<file path="src/rtl/fifo_wr_ctrl_if.sv">
// Write-side bus of the asynchronous FIFO: request, synchronised read pointer,
// exported Gray pointer, memory write port and status flags.
interface fifo_wr_ctrl_if #(
    parameter int unsigned ADDR_WIDTH = 3
);
    localparam int unsigned PTR_W = ADDR_WIDTH + 1;

    logic                  winc;
    logic [PTR_W-1:0]      rptr_gray_sync;
    logic                  ovf_clr;
    logic [PTR_W-1:0]      wptr_gray;
    logic [ADDR_WIDTH-1:0] waddr;
    logic                  wen;
    logic                  full;
    logic                  afull;
    logic [PTR_W-1:0]      wlevel;
    logic                  overflow;

    // Producer / status consumer side
    modport master (
        output winc, rptr_gray_sync, ovf_clr,
        input  wptr_gray, waddr, wen, full, afull, wlevel, overflow
    );

    // Write controller side
    modport slave (
        input  winc, rptr_gray_sync, ovf_clr,
        output wptr_gray, waddr, wen, full, afull, wlevel, overflow
    );
endinterface

</file>
<file path="src/rtl/fifo_wr_ctrl.sv">
// Write-domain controller of the asynchronous FIFO: binary/Gray write pointer,
// memory write port, and registered full / almost-full / fill-level status
// derived from the synchronised Gray read pointer.
// Optional feature macro: FIFO_WR_OVF_EN builds the sticky overflow flag with
// its ovf_clr; without it overflow is tied low and ovf_clr is ignored.
module fifo_wr_ctrl #(
    parameter int unsigned ADDR_WIDTH  = 3,
    parameter int unsigned AFULL_LEVEL = (1 << ADDR_WIDTH) - 2
) (
    input  logic           CLK,
    input  logic           RST,
    fifo_wr_ctrl_if.slave  bus
);
    localparam int unsigned PTR_W = ADDR_WIDTH + 1;
    // Full when the write Gray pointer equals the read Gray pointer with its top two bits flipped
    localparam logic [PTR_W-1:0] FULL_MASK = PTR_W'(3) << (ADDR_WIDTH - 1);
    localparam logic [PTR_W-1:0] AFULL_THR = PTR_W'(AFULL_LEVEL);

    logic [PTR_W-1:0] wbin;
    logic [PTR_W-1:0] wgray;
    logic [PTR_W-1:0] level;
    logic             full_q;
    logic             afull_q;

    logic             wen;
    logic [PTR_W-1:0] wbin_next;
    logic [PTR_W-1:0] wgray_next;
    logic [PTR_W-1:0] rbin;
    logic [PTR_W-1:0] level_next;
    logic             full_next;
    logic             afull_next;

    // Next pointer and status, folding this edge's write and the current read pointer together
    always_comb begin
        rbin = '0;
        for (int i = 0; i < PTR_W; i++) begin
            rbin[i] = ^(bus.rptr_gray_sync >> i);
        end
        wen        = bus.winc & ~full_q;
        wbin_next  = wbin + PTR_W'(wen);
        wgray_next = wbin_next ^ (wbin_next >> 1);
        level_next = wbin_next - rbin;
        full_next  = (wgray_next == (bus.rptr_gray_sync ^ FULL_MASK));
        afull_next = (level_next >= AFULL_THR);
    end

    // Pointer and status registers
    always_ff @(posedge CLK or negedge RST) begin
        if (!RST) begin
            wbin    <= '0;
            wgray   <= '0;
            level   <= '0;
            full_q  <= 1'b0;
            afull_q <= 1'b0;
        end else begin
            wbin    <= wbin_next;
            wgray   <= wgray_next;
            level   <= level_next;
            full_q  <= full_next;
            afull_q <= afull_next;
        end
    end

`ifdef FIFO_WR_OVF_EN
    logic ovf_q;

    // Sticky overflow: set by a write attempt while full, clear wins on the same edge
    always_ff @(posedge CLK or negedge RST) begin
        if (!RST) begin
            ovf_q <= 1'b0;
        end else if (bus.ovf_clr) begin
            ovf_q <= 1'b0;
        end else if (bus.winc && full_q) begin
            ovf_q <= 1'b1;
        end
    end

    assign bus.overflow = ovf_q;
`else
    logic unused_ovf_clr;
    assign unused_ovf_clr = bus.ovf_clr;
    assign bus.overflow   = 1'b0;
`endif

    assign bus.wptr_gray = wgray;
    assign bus.waddr     = wbin[ADDR_WIDTH-1:0];
    assign bus.wen       = wen;
    assign bus.full      = full_q;
    assign bus.afull     = afull_q;
    assign bus.wlevel    = level;
endmodule
</file>
<file path="src/flat_wrapper.sv">
// flat-port wrapper written by rule: the top's interface ports become plain ports
module fifo_wr_ctrl_flat 
#(
    parameter int unsigned ADDR_WIDTH  = 3,
    parameter int unsigned AFULL_LEVEL = (1 << ADDR_WIDTH) - 2
)
  (CLK, RST, bus_winc, bus_rptr_gray_sync, bus_ovf_clr, bus_wptr_gray, bus_waddr, bus_wen, bus_full, bus_afull, bus_wlevel, bus_overflow);
  fifo_wr_ctrl_if #(.ADDR_WIDTH(ADDR_WIDTH)) bus_i ();
  input  logic CLK;
  input  logic RST;
  input wire logic [$bits(bus_i.winc)-1:0] bus_winc;
  input wire logic [$bits(bus_i.rptr_gray_sync)-1:0] bus_rptr_gray_sync;
  input wire logic [$bits(bus_i.ovf_clr)-1:0] bus_ovf_clr;
  output wire logic [$bits(bus_i.wptr_gray)-1:0] bus_wptr_gray;
  output wire logic [$bits(bus_i.waddr)-1:0] bus_waddr;
  output wire logic [$bits(bus_i.wen)-1:0] bus_wen;
  output wire logic [$bits(bus_i.full)-1:0] bus_full;
  output wire logic [$bits(bus_i.afull)-1:0] bus_afull;
  output wire logic [$bits(bus_i.wlevel)-1:0] bus_wlevel;
  output wire logic [$bits(bus_i.overflow)-1:0] bus_overflow;
  assign bus_i.winc = bus_winc;
  assign bus_i.rptr_gray_sync = bus_rptr_gray_sync;
  assign bus_i.ovf_clr = bus_ovf_clr;
  assign bus_wptr_gray = bus_i.wptr_gray;
  assign bus_waddr = bus_i.waddr;
  assign bus_wen = bus_i.wen;
  assign bus_full = bus_i.full;
  assign bus_afull = bus_i.afull;
  assign bus_wlevel = bus_i.wlevel;
  assign bus_overflow = bus_i.overflow;
  fifo_wr_ctrl #(.ADDR_WIDTH(ADDR_WIDTH), .AFULL_LEVEL(AFULL_LEVEL)) u_core (.CLK(CLK), .RST(RST), .bus(bus_i));
endmodule
</file>
<file path="config.mk">
export PLATFORM = sky130hd
export DESIGN_NAME = fifo_wr_ctrl_flat
export DESIGN_NICKNAME = d
export VERILOG_FILES = /design/src/rtl/fifo_wr_ctrl_if.sv /design/src/rtl/fifo_wr_ctrl.sv /design/src/flat_wrapper.sv
export SDC_FILE = /design/constraint.sdc
export NUM_CORES = 1
export LEC_CHECK = 0
export ABC_AREA = 1
export CAP_MARGIN = 5
export CORE_UTILIZATION = 48
export DETAILED_ROUTE_END_ITERATION = 7
export PLACE_DENSITY = 0.93
export SETUP_SLACK_MARGIN = 0.3
export SLEW_MARGIN = 20
export SYNTH_ARGS = -nofsm -noshare
export SYNTH_HDL_FRONTEND = slang
export SYNTH_SLANG_ARGS = --single-unit
</file>
<file path="constraint.sdc">
create_clock -name CLK -period 2.9 [get_ports CLK]
set_input_delay 0.435 -clock CLK [delete_from_list [all_inputs] [get_ports CLK]]
set_output_delay 0.435 -clock CLK [all_outputs]
set_load 0.1 [all_outputs]
</file>
Word level (Yosys, flattened, before mapping)
Index checks and enable logic that the tools add are counted.

word-level totals
  output and inout bits = 15
  input port bits = 8
  logic and storage cells = 17
  flip-flop bits (word level) = 14

cells by class
  $add $sub $neg = 2
  reductions and logical operators = 4
  bitwise gates (word level) = 4
  order comparisons = 1
  eq/ne operators = 1

operators by type and width
  cell                  count
  $reduce_xor A4 Y1     4
  $add A4 B1 Y4         1
  $eq A4 B4 Y1          1
  $ge A4 B3 Y1 const B  1
  $sub A4 B4 Y4         1
  $xor A4 B3 Y4         1
  $not A2 Y2            1
  $and A1 B1 Y1         1
  $not A1 Y1            1

Depth between registers and ports, before layout
  word-level depth = 5
  mapped depth = 13
  depth with buffers taken out = 13

Worst setup path before layout
Ideal clock, no wire load.

  path kind = register to register
  start = reg u_core.full_q, in the netlist u_core.bus.full
  end = reg u_core.afull_q, in the netlist u_core.bus.afull
  data arrival time = 3.726 ns
  required time = 2.774 ns
  slack = -0.952 ns
  library setup time = 0.126 ns
  path buffers = 0
  stages on the path, launching flop included = 12
  period minus slack after synthesis = 3.852 ns
  path through = dfrtp_1 nor2_1 ha_1 ha_1 inv_1 nand2_1 nand2_2 ha_1 a21oi_1 inv_1 nand3_1 nand3_1

on the way
  cells in the longest elaborated chain, start to end = 5

RTL lines
  element                  RTL line            RTL
  from (decl)              fifo_wr_ctrl.sv:22  logic full_q;
  from (signal assigned)   fifo_wr_ctrl.sv:59  full_q <= full_next;
  $not A1 Y1               fifo_wr_ctrl.sv:39  wen = bus.winc & ~full_q;
  $and A1 B1 Y1            fifo_wr_ctrl.sv:39
  net bus_wen              flat_wrapper.sv:16  output wire logic [$bits(bus_i.wen)-1:0] bus_wen;
  $add A4 B1 Y4            fifo_wr_ctrl.sv:40  wbin_next = wbin + PTR_W'(wen);
  net u_core.wbin_next[2]  fifo_wr_ctrl.sv:26  logic [PTR_W-1:0] wbin_next;
  $sub A4 B4 Y4            fifo_wr_ctrl.sv:42  level_next = wbin_next - rbin;
  $ge A4 B3 Y1             fifo_wr_ctrl.sv:44  afull_next = (level_next >= AFULL_THR);
  net u_core.afull_next    fifo_wr_ctrl.sv:31  logic afull_next;
  to (signal assigned)     fifo_wr_ctrl.sv:60  afull_q <= afull_next;
  to (decl)                fifo_wr_ctrl.sv:23  logic afull_q;

The timed path passes the listed nets, and every way through them passes these cells.

Worst setup path after layout
  start = in bus_winc
  end = reg u_core.afull_q, in the netlist u_core.bus.afull

on the way
  cells in the longest elaborated chain, start to end = 4

RTL lines
  element                   RTL line            RTL
  from (decl)               flat_wrapper.sv:11  input wire logic [$bits(bus_i.winc)-1:0] bus_winc;
  $and A1 B1 Y1             fifo_wr_ctrl.sv:39
  $add A4 B1 Y4             fifo_wr_ctrl.sv:40
  net u_core.wbin_next[1]   fifo_wr_ctrl.sv:26
  $sub A4 B4 Y4             fifo_wr_ctrl.sv:42
  net u_core.level_next[2]  fifo_wr_ctrl.sv:29  logic [PTR_W-1:0] level_next;
  $ge A4 B3 Y1              fifo_wr_ctrl.sv:44
  net u_core.afull_next     fifo_wr_ctrl.sv:31

The timed path passes the listed nets, and every way through them passes these cells.

==> qor.yml <==
status: "completed"
fin_crit_sh_pct: 75.9
relSlewSlack_pct: 63.4
dr.pass1.iters: 4
port_buffers: 20
rsz0062_at_grt: "no"
wl_um: 1460
hold_ws_ns: 0.503
critPathKind: "in2reg"
final_cell_mix: "nand2_1, inv_1, buf_4"
grt_max_degree: 14
tns_ns: 0
fill_cells: 96
gr-usage-met3_pct: 4.89
final_nets: 125
crit_path_frequent_cell: "inv_1"
cp-end-kind: "flop"
crit_required_ns: 3.12
io_pins: 23
antenna_found_initial: 0
critPathTopFamily: "adder cells"
ys_seq_elements: 13
core_area_sq_mm: 0.00137
cpPeakStageDelay_ns: 0.44
drive_gt1_share_pct: 23.6
wl_per_cell_um: 11.7
cts_resized: 0
ys_types: 17
syn_nets: 101
drv_cap: 0
insertion_delay_ns: 0.28
vias: 629
cts_sinks: 13
cts_tree: "yes"
grtUsageTotal_pct: 20.9
final_common_cell: "nand2_1"
htreeDepth: 1
worstSetupStartpointType: "input pin"
gp_congestion: 0.737
grt_remaining_overflow: 0
die_area_sq_mm: 0.00169
hold_buffers: 0
dieWidth_um: 41.1
fmax_ghz: 0.454
postCtsSetupBuffers: 0
setup_viol: 0
grt_pass1_wl_um: 2190
syn_to_final_growth_pct: 33.0
cp.arrival_ns: 2.42
root_buffer: "clkbuf_4"
drc: 0
synth_cells: 87
n_antenna_cell: 0
use_met1_pct: 24.3
initial_utilization_pct: 53.8
drtIter0Drc: 9
busiest_layer: "met2"
skew_ns: 0.00568
ant_nets: 0
first_global_vias: 553
crit_slowest_cell: "fa_1"
crit_chain: "clkdlybuf4s50_1, inv_1, nor2_4, ha_4, ha_1, inv_1, fa_1, xnor2_1, nand2_1, nand3_1"
std_cell_rows: 13
cts.clk_slew.worst_paths_ns: 0.08
period_needed_ns: 2.20
cts_buffers: 3
syn_area_sq_um: 734
dp_hpwl_um: 1200
tightest_slew_ns: 0.547
die-height_um: 41.1
yosysSeqAreaShare_pct: 44.3
yosys_warnings: 0
worst-path-buf-inv: 3
clockBufferDepth: 2
viasPerCell: 5.03
hold_viol: 0
critical_path.max_fanout: 5
grtUsageMet2_pct: 34.8
worstHoldPathType: "in2async"
avgSynthCellArea_sq_um: 8.44
slew_violations: 0
[cells by family after synthesis]
logic type	share of synthesized area, %
flip-flops	44.3
buffers and inverters	9.88
adder cells (fa/ha/maj)	11.2
XOR/XNOR	8.18
AO/OA/AOI/OAI	1.70
other	0.511
AND/OR/NAND/NOR	24.2
[cells in the mapped netlist, drive strengths merged]
library cell / number / area share [%]
a21oi: 1 / 0.68
buf: 1 / 1.0
clkinv: 1 / 0.68
conb: 1 / 0.51
dfrtp: 13 / 44
fa: 1 / 2.7
ha: 5 / 8.5
inv: 16 / 8.2
nand2: 25 / 13
nand3: 11 / 7.5
nand4: 2 / 1.7
nor2: 3 / 1.5
o21bai: 1 / 1.0
xnor2: 3 / 4.6
xor2: 3 / 3.6
[worst register-to-register path, cell delays in order, from the launching register on]
cell     delay [ns]
dfrtp_4        0.49
nor2_4         0.11
ha_4           0.16
ha_1           0.21
inv_1          0.07
nand2_1        0.10
nand2_2        0.13
ha_4           0.28
a21oi_2        0.15
inv_1          0.05
nand3_1        0.08
nand3_1        0.07
[path summary, 6_finish.rpt]
kind	slack, ns	endpoint	cells past startpoint	startpoint
min in group CLK	0.57	u_core.wbin[0]	1	u_core.wbin[0]
worst max-delay path	0.70	u_core.bus.afull	10	bus_winc
max in group asynchronous	1.99	u_core.bus.full	1	RST
worst min-delay path	0.50	u_core.wbin[1]	1	RST
worst min register to register	0.57	u_core.wbin[0]	1	u_core.wbin[0]
worst max register to register	0.90	u_core.bus.afull	11	u_core.bus.full
[sequential cells by signal (all words and copies together) (netlist names)]
| register | count |
|---|---|
| u_core.bus.wptr_gray | 3 |
| u_core.wbin | 4 |
| u_core.bus.wlevel | 4 |
| u_core.bus.full | 1 |
| u_core.bus.afull | 1 |
[layout make-up]
type / instances / area, sq um / area share [%]
sequential: 13 / 329 / 33.7
tap: 15 / 18.8 / 1.92
multi-input combinational: 56 / 373 / 38.2
inverter: 17 / 65.1 / 6.66
clock buffer: 4 / 26.3 / 2.69
timing repair buffer: 20 / 165 / 16.9
[routing by layer]
layer | vias to the layer above | part of all wire (%)
met5 | - | 0
met4 | 0 | 1.5
met3 | 2 | 5.8
met2 | 22 | 50
met1 | 291 | 43
li1 | 314 | -
[metrics by stage]
step	instance area, sq um	instances	setup slack (ns)	utilization, %
final	977	125	0.698	71.5
after CTS	977	125	0.685	71.5
after global routing	977	125	0.570	71.5
after global placement	951	121	0.446	69.6
after detailed placement	951	121	0.397	69.6
after floorplan	774	87	0.355	-
Power is left out: the tool's default activity adds up to more than one toggle a clock period on the data nets, which glitch-free logic cannot reach.
